**src/rtl/bram_arb_pkg.sv**
```systemverilog
// Shared types and constants for the BRAM port arbiter.
// Optional build macro: ARB_ROUND_ROBIN_EN (alternating arbitration FSM).
package bram_arb_pkg;

    // Default BRAM word-address width (depth = 2^ADDR_W words)
    localparam int unsigned ADDR_W_DEFAULT = 16;

    // Word indices that benches poll for completion and result
    localparam int unsigned DONE_WORD_IDX   = 1025;
    localparam int unsigned RESULT_WORD_IDX = 1024;

    // Owner of the response returning from the BRAM this cycle
    typedef enum logic [1:0] {
        RESP_NONE = 2'd0,
        RESP_IF   = 2'd1,
        RESP_D    = 2'd2
    } resp_sel_e;

    // Which requester wins when both are valid
    typedef enum logic {
        PRIO_D  = 1'b0,
        PRIO_IF = 1'b1
    } arb_state_e;

endpackage

```
**src/rtl/bram_arb_pick.sv**
```systemverilog
// Combinational 2-way grant between fetch and data requests.
module bram_arb_pick (
    input  logic en,
    input  logic if_valid,
    input  logic d_valid,
    input  logic prio_if,
    output logic gnt_if_c,
    output logic gnt_d_c
);

    // Data wins unless fetch is also valid and currently favoured
    always_comb begin
        gnt_if_c = 1'b0;
        gnt_d_c  = 1'b0;
        if (en) begin
            if (d_valid && (!if_valid || !prio_if)) begin
                gnt_d_c = 1'b1;
            end else if (if_valid) begin
                gnt_if_c = 1'b1;
            end
        end
    end

endmodule

```
**src/rtl/bram_port_arbiter.sv**
```systemverilog
// Shares one single-port, 1-cycle-latency BRAM between fetch and load/store.
// ARB_ROUND_ROBIN_EN defined: alternating PRIO_D/PRIO_IF arbitration FSM.
// Undefined: fixed priority, data always wins a conflict.
module bram_port_arbiter
    import bram_arb_pkg::*;
#(
    parameter int unsigned ADDR_W = ADDR_W_DEFAULT
) (
    input  logic              clk,
    input  logic              rst_n,
    input  logic              if_valid,
    output logic              if_ready,
    input  logic [31:0]       if_addr,
    output logic              if_rvalid,
    output logic [31:0]       if_rdata,
    input  logic              d_valid,
    output logic              d_ready,
    input  logic [31:0]       d_addr,
    input  logic              d_we,
    input  logic [3:0]        d_wstrb,
    input  logic [31:0]       d_wdata,
    output logic              d_rvalid,
    output logic [31:0]       d_rdata,
    output logic              mem_en,
    output logic [3:0]        mem_we,
    output logic [ADDR_W-1:0] mem_addr,
    output logic [31:0]       mem_wdata,
    input  logic [31:0]       mem_rdata
);

    logic      gnt_if;
    logic      gnt_d;
    logic      prio_if;
    resp_sel_e resp_sel_q;
    resp_sel_e resp_sel_d;

    // Byte-offset and above-depth address bits are dropped by the wrap
    logic unused_addr_bits;
    assign unused_addr_bits = ^{if_addr, d_addr};

`ifdef ARB_ROUND_ROBIN_EN
    arb_state_e state_q;
    arb_state_e state_d;

    // Arbitration state register
    always_ff @(posedge clk or negedge rst_n) begin
        if (!rst_n) begin
            state_q <= PRIO_D;
        end else begin
            state_q <= state_d;
        end
    end

    // After any grant favour the requester that was not served; hold otherwise
    always_comb begin
        state_d = state_q;
        if (gnt_d) begin
            state_d = PRIO_IF;
        end else if (gnt_if) begin
            state_d = PRIO_D;
        end
    end

    assign prio_if = (state_q == PRIO_IF);
`else
    assign prio_if = 1'b0;
`endif

    // Grant is suppressed while reset is asserted
    bram_arb_pick u_pick (
        .en       (rst_n),
        .if_valid (if_valid),
        .d_valid  (d_valid),
        .prio_if  (prio_if),
        .gnt_if_c (gnt_if),
        .gnt_d_c  (gnt_d)
    );

    assign if_ready = gnt_if;
    assign d_ready  = gnt_d;

    // Drive the BRAM from the granted requester, idle otherwise
    always_comb begin
        mem_en    = 1'b0;
        mem_we    = 4'h0;
        mem_addr  = '0;
        mem_wdata = 32'h0;
        if (gnt_d) begin
            mem_en    = 1'b1;
            mem_we    = d_we ? d_wstrb : 4'h0;
            mem_addr  = d_addr[ADDR_W+1:2];
            mem_wdata = d_wdata;
        end else if (gnt_if) begin
            mem_en    = 1'b1;
            mem_addr  = if_addr[ADDR_W+1:2];
        end
    end

    // Response owner register
    always_ff @(posedge clk or negedge rst_n) begin
        if (!rst_n) begin
            resp_sel_q <= RESP_NONE;
        end else begin
            resp_sel_q <= resp_sel_d;
        end
    end

    // Owner of next cycle's response is whoever is granted now
    always_comb begin
        resp_sel_d = RESP_NONE;
        if (gnt_d) begin
            resp_sel_d = RESP_D;
        end else if (gnt_if) begin
            resp_sel_d = RESP_IF;
        end
    end

    assign if_rvalid = (resp_sel_q == RESP_IF);
    assign d_rvalid  = (resp_sel_q == RESP_D);
    assign if_rdata  = mem_rdata;
    assign d_rdata   = mem_rdata;

endmodule

```
**config.mk**
```make
export PLATFORM = sky130hd
export DESIGN_NAME = bram_port_arbiter
export DESIGN_NICKNAME = d
export VERILOG_FILES = /design/src/rtl/bram_arb_pkg.sv /design/src/rtl/bram_arb_pick.sv /design/src/rtl/bram_port_arbiter.sv
export SDC_FILE = /design/constraint.sdc
export NUM_CORES = 1
export LEC_CHECK = 0
export CORE_AREA = 2 2 100 102
export DETAILED_ROUTE_END_ITERATION = 6
export DIE_AREA = 0 0 102 104
export SLEW_MARGIN = 15
export SYNTH_ARGS = -nofsm -noshare
export SYNTH_HDL_FRONTEND = slang
export SYNTH_SLANG_ARGS = --single-unit
```
**constraint.sdc**
```tcl
create_clock -name clk -period 1.8 [get_ports clk]
set_clock_uncertainty 0.1 [all_clocks]
set_input_delay 0.27 -clock clk [delete_from_list [all_inputs] [get_ports clk]]
set_output_delay 0.27 -clock clk [all_outputs]
set_load 0.03 [all_outputs]
```
==> results_dict.tcl <==
set metrics [dict create \
    die-area_um2 10600 \
    drtIter0Drc 37 \
    final-setup-viol-count 0 \
    regMostFlops "resp_sel_q" \
    antenna_found_initial 0 \
    largest_reg_flops 2 \
    powerDensity_nw_per_um2 347 \
    p_sw_uw 269 \
    synth-simple-area-share 0.360 \
    vias 1306 \
    overflow 0 \
    ys_ff_latch 2 \
    rows 36 \
    criticalPathCategory "primary input to primary output" \
    cts_buffers 3 \
    dp.cells 365 \
    cp.required_ns 1.43 \
    yosys.area_share.xor_xnor 0 \
    syn_to_final_growth_pct 78.4 \
    drt-pass1-iter-count 4 \
    ys_seq_area_frac 0.0430 \
    layout-drive-gt1-share 0.324 \
    rsz0062_at_grt "false" \
    cp-start-kind "primary input" \
    total_leakage_power_nw 1.04 \
    io_pins 258 \
    synth_warnings 0 \
    fin_crit_ns 1.63 \
    hold_viol_final 0 \
    antenna_cells 0 \
    final_antenna_net_count 0 \
    reg_top3 "resp_sel_q: 2 flops" \
    p_int_uw 453 \
    hp-class "primary input to primary output" \
    end_kind "primary output" \
    synthDistinctLibCells 16 \
    cts_tree "built" \
    cp_max_fo 12 \
    synth_top_area_frac 0.419 \
    synth_top_family_by_area "buffers and inverters" \
    drv_slew 0 \
    timing.final.crit_share 0.905 \
    synth_cells 174 \
    syn_avg_cell_area_um2 6.69 \
    yosys-top-cells-area "buf_4 42%, and3_1 18%, nand3_1 6.9%, o21ai_2 6.0%, nand2_1 5.2%" \
    syn_nets 311 \
    final_cells 371 \
    tightest_slew_ns 0.329 \
    synth-compound-area-share 0.0945 \
    cts_num_sinks 2 \
    p_seq_frac 0.067 \
    portBuffers 129 \
    cts_buffer_depth 2 \
    share_comb_of_total_power 0.690 \
    power.total_uw 722 \
    detailedPlace.worstSlack_ns -0.127 \
    max_freq_mhz 614 \
    synthesis.area_um2 1160 \
    yosysTopAreaCell "buf_4" \
    crit_arrival_ns 1.26 \
    start_util 0.122 \
    p_clk_frac 0.243 \
    finalCoreUtilization 0.218 \
    fp.dieW_um 102 \
    max_cap_violations 0 \
    wl_per_cell_um 11.0 \
    max-slew-margin-rel 0.780 \
    final_area_um2 2080 \
    layout.nets 377 \
    p_sw_frac 0.372 \
    hpwl_um 3410 \
    cts-htree-levels 1 \
    placed_area_um2 1990 \
    routed_wl_um 4100 \
    synth-adder-area-share 0 \
    grt_pass1_vias 1309 \
    gp_congestion 0.689 \
    coreArea_um2 9550 \
    die_h_um 104 \
    grt_pass1_wl_um 6200 \
    irDropWorstVdd_mv 0.0838 \
    setup_tns_ns 0 \
    grt.total_usage 0.0738 \
    outcome "finished, final reports clean" \
    vias_per_cell 3.52 \
    setup_slack_ns 0.171 \
    holdWs_ns 0.440 \
    grt_max_degree 37 \
    synthMuxAreaShare 0 \
    holdPathStages 0 \
    drc_errors 0 \
    cts_root_buf "clkbuf_8" \
]
## kinds of logic after synthesis
| group | Yosys count |
|---|---|
| AO/OA/AOI/OAI | 16 |
| buffers and inverters | 79 |
| AND/OR/NAND/NOR | 77 |
| flip-flops | 2 |
## cells in the mapped netlist
cell and n:
buf_4 65, and3_1 33, nand2_1 16, nand3_1 16, o21ai_0 8, o21ai_2 8
and2_1 5, clkbuf_1 5, buf_6 4, nor2_1 4, buf_2 3, dfrtp_1 2
nor2b_1 2, buf_8 1, inv_1 1, nand2b_4 1
## layer usage
metal | GRT usage | wire length, µm | vias up
li1 | - | - | 637
met1 | 0.0734 | 1420 | 569
met2 | 0.126 | 2030 | 84
met3 | 0.0363 | 518 | 16
met4 | 0.0352 | 121 | 0
met5 | 0 | 0 | -
## repair_timing
item | in CTS | in global routing
endpoints found under the hold margin | 2 | 0
hold buffers | 1 | 0
resized for setup | 3 | 1
setup buffers | 2 | 0
endpoints found under the setup margin | 55 | 1
gates cloned | 0 | 0
## final timing paths
path | startpoint | endpoint | slack (ns)
worst min-delay path | mem_rdata[15] | d_rdata[15] | 0.44
min in group asynchronous | rst_n | resp_sel_q[0]$_DFF_PN0_ | 0.53
worst max-delay path | d_valid | mem_addr[9] | 0.17
max in group asynchronous | rst_n | resp_sel_q[1]$_DFF_PN0_ | 0.94
## critical path, stage by stage
cell	delay, ns
dlygate4sd2_1	0.28
nand2b_4	0.24
buf_12	0.17
o21ai_2	0.12
buf_4	0.17
## final cells by class
cell class | count | area [µm²]
multi-input combinational | 93 | 529
tap | 133 | 166
timing repair buffer | 139 | 1290
inverter | 1 | 3.75
clock buffer | 3 | 41.3
fill | 1095 | 7470
sequential | 2 | 50.0
## cell usage in the layout (no fill, tap or decap), types with 2 or more instances in the layout
master	n
and2_1	5
and3_1	33
buf_12	5
buf_4	59
clkbuf_8	3
clkdlybuf4s50_1	69
dfrtp_1	2
dlygate4sd2_1	3
nand2_1	16
nand3_1	16
nor2_1	4
nor2b_1	2
o21ai_0	8
o21ai_2	8
## power groups by stage
stage	Combinational (mW)	Sequential (mW)	Clock (mW)
6_report	0.498	0.0482	0.176
5_1_grt	0.532	0.0483	0.187
4_1_cts	0.506	0.0482	0.181
3_5_place_dp	0.495	0.0487	0
3_3_place_gp	0.491	0.0486	0
2_1_floorplan	0.492	0.0484	0
No activity file was read; power rests on OpenSTA's default activity.
